==> src/rtl/sum_until_zero_if.sv <==
// ----------------------------------------------------------------------------
// sum_until_zero_if
//   Bundles the stimulus and result signals of the sum_until_zero accumulator.
//   The clock and reset are not part of the bundle; they stay plain ports on
//   the accumulator.
//
//   Signals
//     go_l       active-low start strobe, driven by the stimulus side
//     inA        value stream, one value per clock, driven by the stimulus side
//     outResult  running / final sum, driven by the accumulator
//     done       high while the accumulator holds a finished result
//     overflow   sticky carry out of the MSB during the current run
//     timeout    run ended on the value limit rather than on a zero value
//     count      number of values summed in the current run (zero included)
//
//   Modports
//     master     stimulus / checker side
//     slave      accumulator side
// ----------------------------------------------------------------------------
interface sum_until_zero_if #(
    parameter int WIDTH = 8,
    parameter int CNT_W = 9
);
    logic             go_l;
    logic [WIDTH-1:0] inA;
    logic [WIDTH-1:0] outResult;
    logic             done;
    logic             overflow;
    logic             timeout;
    logic [CNT_W-1:0] count;

    // The stimulus generator drives the strobe and the data stream and
    // observes every result field.
    modport master (
        output go_l,
        output inA,
        input  outResult,
        input  done,
        input  overflow,
        input  timeout,
        input  count
    );

    // The accumulator consumes the strobe and data stream and owns every
    // result field.
    modport slave (
        input  go_l,
        input  inA,
        output outResult,
        output done,
        output overflow,
        output timeout,
        output count
    );
endinterface

==> src/rtl/sum_until_zero.sv <==
// ----------------------------------------------------------------------------
// sum_until_zero
//   Accumulator stage. A low go_l seen at a clock edge starts a run: the value
//   on inA at that edge and every following edge is added to a WIDTH-bit
//   wrapping sum. The run ends when a zero value arrives or when MAX_COUNT
//   values have been taken. The result is then held with done high until the
//   next start strobe.
//
//   Parameters
//     WIDTH      data width of inA / outResult; the sum wraps mod 2**WIDTH
//     CNT_W      width of the count output
//     MAX_COUNT  values accumulated before a forced finish (>=1, <2**CNT_W)
//
//   Ports
//     ck         clock; all state updates on its rising edge
//     reset      asynchronous, active-high reset; aborts any run in progress
//     bus        sum_until_zero_if slave modport:
//                  go_l, inA                        (in)
//                  outResult, done, overflow,
//                  timeout, count                   (out, all registered)
// ----------------------------------------------------------------------------
module sum_until_zero #(
    parameter int WIDTH     = 8,
    parameter int CNT_W     = 9,
    parameter int MAX_COUNT = 511
) (
    input  logic                  ck,
    input  logic                  reset,
    sum_until_zero_if.slave       bus
);

    typedef enum logic [1:0] {
        S_IDLE  = 2'd0,
        S_ACCUM = 2'd1,
        S_DONE  = 2'd2
    } state_t;

    localparam logic [CNT_W-1:0] CNT_ONE   = CNT_W'(1);
    localparam logic [CNT_W-1:0] CNT_LIMIT = CNT_W'(MAX_COUNT);
    // With a limit of one the very first value already exhausts the run.
    localparam bit               LIMIT_ONE = (MAX_COUNT == 1);

    state_t           state_q,    state_d;
    logic [WIDTH-1:0] sum_q,      sum_d;
    logic [CNT_W-1:0] count_q,    count_d;
    logic             overflow_q, overflow_d;
    logic             timeout_q,  timeout_d;
    logic             done_q,     done_d;

    logic [WIDTH:0]   sum_ext;
    logic [CNT_W-1:0] count_inc;
    logic             in_zero;

    // Next-state and next-output computation. Everything holds by default, so
    // the DONE state freezes the result simply by not touching it. A start
    // from IDLE and a restart from DONE are the same operation: the first
    // value is loaded rather than added, and the flags are cleared.
    always_comb begin
        state_d    = state_q;
        sum_d      = sum_q;
        count_d    = count_q;
        overflow_d = overflow_q;
        timeout_d  = timeout_q;

        sum_ext   = {1'b0, sum_q} + {1'b0, bus.inA};
        count_inc = count_q + CNT_ONE;
        in_zero   = (bus.inA == '0);

        case (state_q)
            S_IDLE, S_DONE: begin
                if (!bus.go_l) begin
                    sum_d      = bus.inA;
                    count_d    = CNT_ONE;
                    overflow_d = 1'b0;
                    timeout_d  = 1'b0;
                    if (in_zero) begin
                        state_d = S_DONE;
                    end else if (LIMIT_ONE) begin
                        state_d   = S_DONE;
                        timeout_d = 1'b1;
                    end else begin
                        state_d = S_ACCUM;
                    end
                end
            end
            S_ACCUM: begin
                // A zero adds nothing but is still counted. When the zero and
                // the limit coincide the zero wins and no timeout is flagged.
                sum_d      = sum_ext[WIDTH-1:0];
                count_d    = count_inc;
                overflow_d = overflow_q | sum_ext[WIDTH];
                if (in_zero) begin
                    state_d = S_DONE;
                end else if (count_inc == CNT_LIMIT) begin
                    state_d   = S_DONE;
                    timeout_d = 1'b1;
                end
            end
            default: begin
                state_d = S_IDLE;
            end
        endcase

        // done is registered from the next state so it rises the cycle after
        // the terminating value was sampled.
        done_d = (state_d == S_DONE);
    end

    // State and output registers. Reset takes effect immediately so a run in
    // progress is discarded without leaving a partial result behind.
    always_ff @(posedge ck or posedge reset) begin
        if (reset) begin
            state_q    <= S_IDLE;
            sum_q      <= '0;
            count_q    <= '0;
            overflow_q <= 1'b0;
            timeout_q  <= 1'b0;
            done_q     <= 1'b0;
        end else begin
            state_q    <= state_d;
            sum_q      <= sum_d;
            count_q    <= count_d;
            overflow_q <= overflow_d;
            timeout_q  <= timeout_d;
            done_q     <= done_d;
        end
    end

    assign bus.outResult = sum_q;
    assign bus.count     = count_q;
    assign bus.overflow  = overflow_q;
    assign bus.timeout   = timeout_q;
    assign bus.done      = done_q;

endmodule

==> src/flat_wrapper.sv <==
// flat-port wrapper written by rule: the top's interface ports become plain ports
module sum_until_zero_flat 
#(
    parameter int WIDTH     = 8,
    parameter int CNT_W     = 9,
    parameter int MAX_COUNT = 511
)
  (ck, reset, bus_go_l, bus_inA, bus_outResult, bus_done, bus_overflow, bus_timeout, bus_count);
  sum_until_zero_if #(.WIDTH(WIDTH), .CNT_W(CNT_W)) bus_i ();
  input  logic ck;
  input  logic reset;
  input wire logic [$bits(bus_i.go_l)-1:0] bus_go_l;
  input wire logic [$bits(bus_i.inA)-1:0] bus_inA;
  output wire logic [$bits(bus_i.outResult)-1:0] bus_outResult;
  output wire logic [$bits(bus_i.done)-1:0] bus_done;
  output wire logic [$bits(bus_i.overflow)-1:0] bus_overflow;
  output wire logic [$bits(bus_i.timeout)-1:0] bus_timeout;
  output wire logic [$bits(bus_i.count)-1:0] bus_count;
  assign bus_i.go_l = bus_go_l;
  assign bus_i.inA = bus_inA;
  assign bus_outResult = bus_i.outResult;
  assign bus_done = bus_i.done;
  assign bus_overflow = bus_i.overflow;
  assign bus_timeout = bus_i.timeout;
  assign bus_count = bus_i.count;
  sum_until_zero #(.WIDTH(WIDTH), .CNT_W(CNT_W), .MAX_COUNT(MAX_COUNT)) u_core (.ck(ck), .reset(reset), .bus(bus_i));
endmodule
==> config.mk <==
export PLATFORM = sky130hd
export DESIGN_NAME = sum_until_zero_flat
export DESIGN_NICKNAME = d
export VERILOG_FILES = /design/src/rtl/sum_until_zero_if.sv /design/src/rtl/sum_until_zero.sv /design/src/flat_wrapper.sv
export SDC_FILE = /design/constraint.sdc
export NUM_CORES = 1
export LEC_CHECK = 0
export CAP_MARGIN = 20
export CORE_MARGIN = 1
export CORE_UTILIZATION = 35
export DETAILED_ROUTE_END_ITERATION = 16
export GPL_ROUTABILITY_DRIVEN = 0
export GPL_TIMING_DRIVEN = 1
export SETUP_SLACK_MARGIN = 0.2
export SLEW_MARGIN = 30
export SYNTH_ARGS = -nofsm -noshare
export SYNTH_HDL_FRONTEND = slang
export SYNTH_SLANG_ARGS = --single-unit
==> constraint.sdc <==
create_clock -name ck -period 4.47 [get_ports ck]
set_input_delay 0.894 -clock ck [delete_from_list [all_inputs] [get_ports ck]]
set_output_delay 0.894 -clock ck [all_outputs]
set_load 0.05 [all_outputs]
==> impl_metrics.csv <==
group,metric,value,unit
run_status,outcome,"complete, no violations",
logic_synthesis,yosysMostFrequentCell,"o21ai_0",
route,dr.pass1.iters,4,
setup_path,timing.rr.start,"u_core.bus.outResult[0]",
logic_synthesis,synthTopCellsByArea,"dfrtp_1 (39%), ha_1 (8.9%), o21ai_0 (8.6%)",
cells_and_area,fin_nets,211,
sta,finalHoldViolations,0,
floorplanning,coreArea,3740,um2
floorplanning,start_util,37.4,%
cts,cts_sinks,22,
route,wl_per_cell,14.6,um
setup_path,cpPeakStageDelay,510,ps
placed_design,hpwl,2480,um
cells_and_area,drive_gt1_share,5.85,%
power,netSwitchingFraction,50.3,%
cts,clkLatencyLatePin,260,ps
sta,slew_violations,0,
setup_path,worstRegToRegCells,8,
logic_synthesis,yosys_register_bits,22,
logic_synthesis,yosysWarnings,0,
logic_synthesis,netlist_area,1400,um2
route,ant_nets,0,
logic_synthesis,async_reset_ff_share,100,%
placed_design,placed_area,1720,um2
cts,clk_pin_slew,80,ps
hold_path,min_path_cells,2,
sta,fmax,351,MHz
setup_path,cp.depth,9,
grt,grt_pass1_vias,1216,
power,leakagePower,0.000741,uW
power,peakVddDrop,0.000357,V
hold_path,hp-class,"register to register",
floorplanning,io_pins,31,
power,clkPwrFrac,11.1,%
logic_synthesis,mappedNetlistNets,181,
grt,grt_antenna_before_repair,0,
cts,htreeDepth,1,
power,powerDensity,743,nW/um2
setup_path,worstSetupPathType,"input pin to register",
setup_path,worstPathArrival,3030,ps
power,p_switching,665,uW
grt,gr-total-overflow,0,
route,wl,3450,um
logic_synthesis,synth-edff-count,0,
logic_synthesis,synth_top_cell_area_share,39.4,%
grt,grt_pass1_wl,5840,um
sta,fin_skew,1.65,ps
power,p_comb_share,62.7,%
logic_synthesis,synth.avg_cell_area,8.80,um2
floorplanning,dieArea,4250,um2
route,drt_iter0_markers,73,
hold_path,hold_path_startpoint,"u_core.bus.timeout",
sta,relSlewSlack,43.3,%
cells_and_area,fin_area,1780,um2
setup_path,start_kind,"input pin",
setup_path,cpLargestDelayFamily,"adder cells",
setup_path,critical_path_buf_inv_count,2,
floorplanning,fp.dieW,65.2,um
cts,clk_path_buf_depth,2,
sta,worst_pin_slew,845,ps
logic_synthesis,post-synth-top-area-cell,"dfrtp_1",
floorplanning,die_h,65.2,um
logic_synthesis,yosysSeqAreaShare,39.4,%
sta,period_needed,2850,ps
cells_and_area,utilization,47.6,%
grt,track_usage,17.8,%
job,drv_cap,0,
cts,clockRootBuffer,"clkbuf_8",
setup_path,crit_chain,"clkdlybuf4s50_1, ha_1, inv_1, fa_1, nand2b_1, a21oi_1, o21ai_0, mux2_2, o21ai_0",
route,drcViolationCount,0,
setup_path,cpMostUsedCell,"o21ai_0",
setup_path,slowest_stage,"clkdlybuf4s50_1",
power,seqPwrFrac,26.2,%
logic_synthesis,ys_types,39,
logic_synthesis,syn_inst,159,
logic_synthesis,synth_common_cells,"o21ai_0 (24), dfrtp_1 (22), nor2_1 (20)",
grt,grt_max_degree,23,
placed_design,place_ws,1370,ps
cts,post-cts-setup-buffer-count,0,
cells_and_area,area_growth,27.4,%
cts,cts_resized,0,
placed_design,io_buffer_count,30,
sta,post-route-period-util,63.8,%
setup_path,end_kind,"register",
cts,cts_hold_buf,0,
route,via_per_inst,5.34,
cts,cts_tree,"yes",
setup_path,cp-startpoint,"bus_inA[0]",
setup_path,cp.required,4650,ps
setup_path,critPathMaxFanout,3,
power,power.internal,658,uW
cells_and_area,antenna_cells,0,
sta,timing.final.ws_setup,1620,ps
route,via_count,1261,
cts,cts_buffers,3,
floorplanning,rows,22,
logic_synthesis,ys.flop_type,"dfrtp_1",
sta,setup_viol,0,
sta,rsz0062_at_grt,"no",
sta,fin_setup_tns,0,ps
[worst paths after layout]
| path | endpoint | slack [ps] |
|---|---|---|
| worst max-delay path | u_core.bus.outResult[6] | 1620 |
| worst min-delay path | u_core.bus.timeout | 510 |
| worst max register to register | u_core.bus.outResult[6] | 2390 |
| worst min register to register | u_core.bus.timeout | 510 |
| max in group asynchronous | u_core.bus.overflow | 3070 |
| min in group asynchronous | u_core.bus.done | 1000 |
[sequential cells by signal (all words and copies together) (netlist names)]
signal                cells
u_core.bus.timeout        1
u_core.state_q            2
u_core.bus.count          9
u_core.bus.overflow       1
u_core.bus.done           1
u_core.bus.outResult      8
[worst register-to-register path, cell delays in order, from the launching register on]
cell,delay (ps)
dfrtp_1,380
ha_1,210
inv_1,70
fa_1,400
nand2b_1,190
a21oi_1,190
o21ai_0,140
mux2_2,280
o21ai_0,140
[logic make-up after synthesis]
| kind of cell | share of synthesized area [%] |
|---|---|
| flip-flops | 39.4 |
| AND/OR/NAND/NOR | 21.8 |
| AO/OA/AOI/OAI | 19.5 |
| multiplexers | 1.52 |
| buffers and inverters | 4.38 |
| adder cells (fa/ha/maj) | 10.4 |
| XOR/XNOR | 3.04 |
[stage by stage]
stage / total power (uW) / hold WS (ps) / instances
finish: 1320 / 513 / 236
global route: 1420 / 536 / 236
CTS: 1330 / 509 / 236
detailed placement: 1180 / 489 / 232
global placement: 1160 / 491 / 232
floorplan: 944 / 504 / 159
[cells in the final DEF (no fill, tap or decap), types with 2 or more instances in the layout]
cell type,Yosys,final
clkdlybuf4s50_1,0,30
nor2b_1,3,2
nand4_1,3,3
nor2_1,20,20
clkbuf_8,0,4
a21oi_1,7,7
nor3b_1,2,2
nor3_1,3,3
ha_1,10,10
xor2_1,2,2
nand3_1,4,4
inv_1,7,6
o22ai_1,2,2
nor4_1,2,2
a31oi_1,5,5
dfrtp_1,22,22
and3_1,2,2
nand2_1,15,15
o21ai_0,24,24
nand2b_1,3,3
[final cells by class]
cell class	instances	area, um2
Clock buffer	4	55.1
Fill cell	389	1960
Inverter	7	26.3
Multi-Input combinational cell	125	790
Sequential cell	22	551
Tap cell	48	60.1
Timing Repair Buffer	30	300
[layer usage]
metal,share of wire (%),vias up,track usage [%]
li1,-,632,-
met1,48,601,24.3
met2,47,24,28.0
met3,3.9,4,3.47
met4,0.84,0,5.71
met5,0,-,0
[power groups by stage]
stage	Clock, uW	Sequential, uW	Combinational [uW]
finish	147	346	830
CTS	151	347	834
detailed placement	0	349	829
global route	158	358	904
floorplan	0	567	378
global placement	0	345	816
No activity file was read; power rests on OpenSTA's default activity.
